$ cat src/rtl/calc_key_sequencer.sv
// Calculator key sequencer: accumulates decimal operands from key strobes and
// evaluates chained signed add/sub (and optional iterative multiply).
// Optional feature macro: CALC_MUL_EN builds the shift-add multiplier and enables key 12.
module calc_key_sequencer #(
  parameter int unsigned WIDTH      = 16,
  parameter int unsigned MAX_DIGITS = 4
) (
  input  logic             clk,
  input  logic             Reset,
  input  logic             key_valid,
  input  logic [3:0]       key_code,
  output logic             key_ready,
  output logic [WIDTH-1:0] display_value,
  output logic [1:0]       op_pending,
  output logic             result_valid,
  output logic             overflow
);

  localparam int unsigned CntW = $clog2(MAX_DIGITS + 1);

  localparam logic [1:0] OpNone = 2'd0;
  localparam logic [1:0] OpAdd  = 2'd1;
  localparam logic [1:0] OpSub  = 2'd2;

  typedef enum logic [2:0] {StEnterA, StOpWait, StEnterB, StCompute, StShowResult} state_e;

  state_e           state_q, state_d;
  logic [WIDTH-1:0] acc_a_q, acc_a_d, acc_b_q, acc_b_d;
  logic [CntW-1:0]  digit_cnt_q, digit_cnt_d;
  logic [1:0]       op_q, op_d, next_op_q, next_op_d;
  logic             chain_q, chain_d, ovf_q, ovf_d, rv_q, rv_d;

  logic             key_digit, key_oper, key_eq, key_clr;
  logic [1:0]       key_op;
  logic [WIDTH-1:0] digit;
  logic [WIDTH:0]   sum_ext;
  logic [WIDTH-1:0] res;
  logic             res_ovf, done;

  assign key_ready     = (state_q != StCompute);
  assign digit         = WIDTH'(key_code);
  // COMPUTE keeps showing the right operand that was on screen when it started
  assign display_value = (state_q == StEnterB || state_q == StCompute) ? acc_b_q : acc_a_q;
  assign op_pending    = op_q;
  assign result_valid  = rv_q;
  assign overflow      = ovf_q;

  // Decode an accepted strobe into key classes; rejected/reserved codes decode to nothing
  always_comb begin
    key_digit = 1'b0;
    key_oper  = 1'b0;
    key_eq    = 1'b0;
    key_clr   = 1'b0;
    key_op    = OpNone;
    if (key_valid && key_ready) begin
      if (key_code <= 4'd9) begin
        key_digit = 1'b1;
      end else begin
        case (key_code)
          4'd10: begin key_oper = 1'b1; key_op = OpAdd; end
          4'd11: begin key_oper = 1'b1; key_op = OpSub; end
`ifdef CALC_MUL_EN
          4'd12: begin key_oper = 1'b1; key_op = 2'd3; end
`endif
          4'd13: key_eq  = 1'b1;
          4'd14: key_clr = 1'b1;
          default: ;
        endcase
      end
    end
  end

  // Sign-extended add/sub; overflow when the two top bits disagree
  always_comb begin
    if (op_q == OpSub) begin
      sum_ext = {acc_a_q[WIDTH-1], acc_a_q} - {acc_b_q[WIDTH-1], acc_b_q};
    end else begin
      sum_ext = {acc_a_q[WIDTH-1], acc_a_q} + {acc_b_q[WIDTH-1], acc_b_q};
    end
  end

`ifdef CALC_MUL_EN
  localparam int unsigned MulCntW = $clog2(WIDTH + 1);
  localparam logic [1:0] OpMul = 2'd3;
  // Largest magnitudes representable for a positive and a negative product
  localparam logic [2*WIDTH-1:0] MulPos = {{(WIDTH+1){1'b0}}, {(WIDTH-1){1'b1}}};
  localparam logic [2*WIDTH-1:0] MulNeg = {{WIDTH{1'b0}}, 1'b1, {(WIDTH-1){1'b0}}};

  logic [2*WIDTH-1:0] mcand_q, mcand_d, prod_q, prod_d;
  logic [WIDTH-1:0]   mplier_q, mplier_d, abs_a, abs_b;
  logic [MulCntW-1:0] mul_cnt_q, mul_cnt_d;
  logic               mul_neg_q, mul_neg_d, start_compute;

  assign abs_a         = acc_a_q[WIDTH-1] ? -acc_a_q : acc_a_q;
  assign abs_b         = acc_b_q[WIDTH-1] ? -acc_b_q : acc_b_q;
  assign start_compute = (state_q == StEnterB) && (state_d == StCompute);

  // Shift-add on magnitudes: load on entry to COMPUTE, then one partial product per cycle
  always_comb begin
    mcand_d   = mcand_q;
    mplier_d  = mplier_q;
    prod_d    = prod_q;
    mul_cnt_d = mul_cnt_q;
    mul_neg_d = mul_neg_q;
    if (start_compute) begin
      mcand_d   = {{WIDTH{1'b0}}, abs_a};
      mplier_d  = abs_b;
      prod_d    = '0;
      mul_cnt_d = '0;
      mul_neg_d = acc_a_q[WIDTH-1] ^ acc_b_q[WIDTH-1];
    end else if (state_q == StCompute && mul_cnt_q != MulCntW'(WIDTH)) begin
      if (mplier_q[0]) prod_d = prod_q + mcand_q;
      mcand_d   = mcand_q << 1;
      mplier_d  = mplier_q >> 1;
      mul_cnt_d = mul_cnt_q + MulCntW'(1);
    end
  end

  // Multiplier datapath registers
  always_ff @(posedge clk or posedge Reset) begin
    if (Reset) begin
      mcand_q   <= '0;
      mplier_q  <= '0;
      prod_q    <= '0;
      mul_cnt_q <= '0;
      mul_neg_q <= 1'b0;
    end else begin
      mcand_q   <= mcand_d;
      mplier_q  <= mplier_d;
      prod_q    <= prod_d;
      mul_cnt_q <= mul_cnt_d;
      mul_neg_q <= mul_neg_d;
    end
  end
`endif

  // Result of the current COMPUTE cycle and whether evaluation finishes now
  always_comb begin
    done    = 1'b1;
    res     = sum_ext[WIDTH-1:0];
    res_ovf = sum_ext[WIDTH] ^ sum_ext[WIDTH-1];
`ifdef CALC_MUL_EN
    if (op_q == OpMul) begin
      done    = (mul_cnt_q == MulCntW'(WIDTH));
      res     = mul_neg_q ? -prod_q[WIDTH-1:0] : prod_q[WIDTH-1:0];
      res_ovf = prod_q > (mul_neg_q ? MulNeg : MulPos);
    end
`endif
  end

  // Key sequencing next-state logic
  always_comb begin
    state_d     = state_q;
    acc_a_d     = acc_a_q;
    acc_b_d     = acc_b_q;
    digit_cnt_d = digit_cnt_q;
    op_d        = op_q;
    next_op_d   = next_op_q;
    chain_d     = chain_q;
    ovf_d       = ovf_q;
    rv_d        = 1'b0;
    if (key_clr) begin
      acc_a_d     = '0;
      acc_b_d     = '0;
      digit_cnt_d = '0;
      op_d        = OpNone;
      ovf_d       = 1'b0;
      state_d     = StEnterA;
    end else begin
      case (state_q)
        StEnterA: begin
          if (key_digit && digit_cnt_q < CntW'(MAX_DIGITS)) begin
            acc_a_d     = acc_a_q * WIDTH'(10) + digit;
            digit_cnt_d = digit_cnt_q + CntW'(1);
          end else if (key_oper) begin
            op_d    = key_op;
            state_d = StOpWait;
          end
        end
        StOpWait: begin
          if (key_digit) begin
            acc_b_d     = digit;
            digit_cnt_d = CntW'(1);
            state_d     = StEnterB;
          end else if (key_oper) begin
            op_d = key_op;
          end
        end
        StEnterB: begin
          if (key_digit && digit_cnt_q < CntW'(MAX_DIGITS)) begin
            acc_b_d     = acc_b_q * WIDTH'(10) + digit;
            digit_cnt_d = digit_cnt_q + CntW'(1);
          end else if (key_oper) begin
            chain_d   = 1'b1;
            next_op_d = key_op;
            state_d   = StCompute;
          end else if (key_eq) begin
            chain_d = 1'b0;
            state_d = StCompute;
          end
        end
        StCompute: begin
          if (done) begin
            acc_a_d = res;
            ovf_d   = ovf_q | res_ovf;
            if (chain_q) begin
              op_d    = next_op_q;
              state_d = StOpWait;
            end else begin
              rv_d    = 1'b1;
              state_d = StShowResult;
            end
          end
        end
        StShowResult: begin
          if (key_digit) begin
            acc_a_d     = digit;
            digit_cnt_d = CntW'(1);
            op_d        = OpNone;
            state_d     = StEnterA;
          end else if (key_oper) begin
            op_d    = key_op;
            state_d = StOpWait;
          end
        end
        default: state_d = StEnterA;
      endcase
    end
  end

  // State and operand registers
  always_ff @(posedge clk or posedge Reset) begin
    if (Reset) begin
      state_q     <= StEnterA;
      acc_a_q     <= '0;
      acc_b_q     <= '0;
      digit_cnt_q <= '0;
      op_q        <= OpNone;
      next_op_q   <= OpNone;
      chain_q     <= 1'b0;
      ovf_q       <= 1'b0;
      rv_q        <= 1'b0;
    end else begin
      state_q     <= state_d;
      acc_a_q     <= acc_a_d;
      acc_b_q     <= acc_b_d;
      digit_cnt_q <= digit_cnt_d;
      op_q        <= op_d;
      next_op_q   <= next_op_d;
      chain_q     <= chain_d;
      ovf_q       <= ovf_d;
      rv_q        <= rv_d;
    end
  end

endmodule

$ cat config.mk
export PLATFORM = sky130hd
export DESIGN_NAME = calc_key_sequencer
export DESIGN_NICKNAME = d
export VERILOG_FILES = /design/src/rtl/calc_key_sequencer.sv
export SDC_FILE = /design/constraint.sdc
export NUM_CORES = 1
export LEC_CHECK = 0
export ABC_AREA = 1
export CAP_MARGIN = 20
export CORE_ASPECT_RATIO = 0.9
export CORE_MARGIN = 1.5
export CORE_UTILIZATION = 50
export CTS_BUF_LIST = sky130_fd_sc_hd__clkbuf_8
export CTS_CLUSTER_DIAMETER = 80
export DETAILED_ROUTE_END_ITERATION = 6
export GPL_ROUTABILITY_DRIVEN = 0
export GPL_TIMING_DRIVEN = 0
export HOLD_SLACK_MARGIN = 0.06
export PLACE_DENSITY = 0.68
export SLEW_MARGIN = 10
export SYNTH_ARGS = -nofsm -noshare
export SYNTH_HDL_FRONTEND = slang
export SYNTH_SLANG_ARGS = --single-unit
$ cat constraint.sdc
create_clock -name clk -period 4.7 [get_ports clk]
set_input_delay 0.94 -clock clk [delete_from_list [all_inputs] [get_ports clk]]
set_output_delay 0.94 -clock clk [all_outputs]
set_load 0.02 [all_outputs]
==> flow_summary_export.csv <==
group,metric,value,unit
clock_tree,clockBufferDepth,2,
timing,setup_viol,0,
global_routing,grt_pass1_vias,5719,
detailed_routing,routed_wl,17400,um
die,die_h,107,um
layout,final_area,6610,sq um
synth,async_flop_share,100,%
synth,yosysWarningCount,0,
synth,yosysSeqAreaShare,18.7,%
die,rows,37,
layout,nNetsFinal,1067,
synth,synth_area_per_cell,6.35,sq um
detailed_routing,vias,6195,
layout,fillCellCount,1205,
detailed_routing,ant_nets,0,
timing,slew_violations,0,
global_routing,grt_max_degree,26,
timing,hold_viol,0,
global_routing,grt_use_total,28.8,%
worst_setup_path,critPathMaxStageDelay,680,ps
clock_tree,post_cts.repair.setup_buffers,0,
synth,yosys.cell_types.count,45,
die,start_util,51.9,%
clock_tree,clock-root-buffer,"clkbuf_8",
layout,diodes,0,
detailed_routing,vias_per_cell,5.42,
die,die_w,119,um
timing,fmax,0.255,GHz
layout,final_util,56.9,%
die,core_area,11600,sq um
timing,period_share,83.5,%
job,maxCapViolations,0,
clock_tree,cts_max_level,2,
clock_tree,cts.sinks,45,
placement,place_area,6520,sq um
layout,syn2layout_area_growth,9.49,%
synth,synthFlopType,"dfrtp_1",
timing,slew_headroom,46.8,%
die,dieArea,12700,sq um
worst_setup_path,critPathMaxFanout,10,
clock_tree,cts_made_buffers,5,
synth,synthesis.nets,1032,
timing,finalSetupTns,0,ps
worst_setup_path,start_kind,"flip-flop",
global_routing,grt-ovfl-total,0,
worst_setup_path,worst_ep_required_time,3760,ps
clock_tree,cts-resized-gates,0,
clock_tree,worstSkewPairLatency,330,ps
timing,post-route-min-period,3920,ps
placement,io_buffer_count,27,
worst_setup_path,crit_slowest_cell,"clkdlybuf4s50_1",
worst_setup_path,rrSetupSlack,1020,ps
synth,ys_ff_latch,45,
global_routing,grt_pass1_wl,28900,um
clock_tree,cts_tree,"yes",
run_status,outcome,"complete, no violations",
timing,rsz0062_at_grt,"no",
placement,pre_cts_ws,1030,ps
detailed_routing,drt_iter0_drc,461,
detailed_routing,wl_per_cell,15.3,um
clock_tree,cts_hold_buf,0,
worst_setup_path,crit_top_cell,"clkbuf_1",
clock_tree,cts.reportedPaths.clkPinSlew,100,ps
placement,dpl.hpwl,14100,um
die,ios,28,
worst_setup_path,path_class,"flip-flop to output pin",
layout,drive_gt1_share,6.09,%
worst_hold_path,hp-class,"flip-flop to flip-flop",
synth,netlist_area,6040,sq um
worst_setup_path,critPathArrivalTime,2980,ps
worst_setup_path,cp-end-kind,"output pin",
synth,synth-edff-count,0,
worst_setup_path,crit_chain,"inv_2 -> nand3_2 -> clkbuf_1 -> nand2_1 -> clkbuf_1 -> o21ai_0 -> clkdlybuf4s50_1",
synth,syn_inst,950,
timing,finClkSkew,9.67,ps
timing,fin_ws,776,ps
global_routing,grt_antenna_before_repair,0,
timing,worst_pin_slew,796,ps
detailed_routing,drc,0,
detailed_routing,drtPass1Iterations,5,
routing by layer:
layer | share of wire [%] | track usage (%) | wire (um) | vias to the layer above
met3 | 6.3 | 6.06 | 1100 | 32
met5 | 0 | 0 | 0 | -
met2 | 43 | 44.9 | 7430 | 183
li1 | - | - | - | 3153
met4 | 2.4 | 8.52 | 417 | 0
met1 | 49 | 40.1 | 8480 | 2827
metrics by stage:
step | hold slack, ps | std cells
global route | 541 | 1142
detailed placement | 474 | 1134
global placement | 471 | 1133
floorplan | 442 | 950
finish | 500 | 1142
CTS | 499 | 1142
cell type report:
| type | instances | area [sq um] | share of cell area, % |
|---|---|---|---|
| plain buffers | 12 | 78.8 | 1.19 |
| clock buffers | 5 | 68.8 | 1.04 |
| clock inverters | 3 | 18.8 | 0.284 |
| inverters | 149 | 559 | 8.46 |
| multi-input cells | 744 | 4270 | 64.6 |
| flip-flops and latches | 45 | 1130 | 17.0 |
| well taps | 156 | 195 | 2.95 |
| repair buffers | 28 | 290 | 4.39 |
cells in the final DEF (no fill, tap or decap), drive strengths merged, types with 9 or more instances in the layout:
cell type      instances
nand2                279
nor2                  91
nand4                  9
xor2                  24
a21oi                 48
xnor2                  9
dfrtp                 45
clkdlybuf4s50         27
o22ai                 13
clkbuf                13
inv                  150
o21ai                 73
ha                    70
nand3                 78
worst max-delay path: cells and delay by family (launching register included):
family	cells	cell delay, ps
buf+inv	4	1510
flops	1	430
compound gates	1	410
simple gates	2	300
registers in the layout, summed over array words and instances (netlist names):
signal	count
op_pending	2
chain_q	1
state_q	3
acc_a_q	16
digit_cnt_q	3
next_op_q	2
overflow	1
result_valid	1
acc_b_q	16
synth_stat cells, types with 4 or more instances:
cell type	number	area, sq um
nand2_1	275	1030
o21ai_2	7	61.3
xnor2_1	9	78.8
o22ai_1	6	37.5
nor2_1	82	308
nand4_1	9	56.3
nand3b_1	6	45.0
a21oi_1	48	240
nor2_4	4	45.0
nand3_1	77	385
o21ai_0	61	305
nor3_1	6	30.0
o21bai_1	4	30.0
inv_1	138	518
o21ai_1	5	25.0
o22ai_2	7	87.6
fa_1	5	100
dfrtp_1	45	1130
clkbuf_1	7	26.3
ha_1	70	876
inv_2	11	41.3
nor2_2	5	31.3
xor2_1	22	193
kinds of logic (layout without fill, tap and decap cells):
kind of cell	count (synthesis)	after routing	share of synthesized area [%]
flip-flops	45	45	18.7
buffers and inverters	161	197	10.6
XOR/XNOR	33	33	5.04
multiplexers	1	1	0.187
AND/OR/NAND/NOR	477	477	33.6
adder cells (fa/ha/maj)	75	75	16.2
AO/OA/AOI/OAI	158	158	15.8
path summary, 6_finish.rpt:
kind / from / to / cells after the start
setup / recovery: state_q[2]$_DFFE_PP0P_ / display_value[4] / 7
hold / removal: next_op_q[0]$_DFFE_PP0P_ / next_op_q[0]$_DFFE_PP0P_ / 2
setup reg to reg: op_pending[0]$_DFFE_PP0P_ / overflow$_DFFE_PP0P_ / 18
hold reg to reg: next_op_q[0]$_DFFE_PP0P_ / next_op_q[0]$_DFFE_PP0P_ / 2
max in group asynchronous: Reset / acc_a_q[8]$_DFFE_PP0P_ / 3
min in group asynchronous: Reset / acc_b_q[1]$_DFFE_PP0P_ / 2
Power is not shown: default switching activity piles up to over one toggle a cycle in this logic, so the estimate is an artifact.
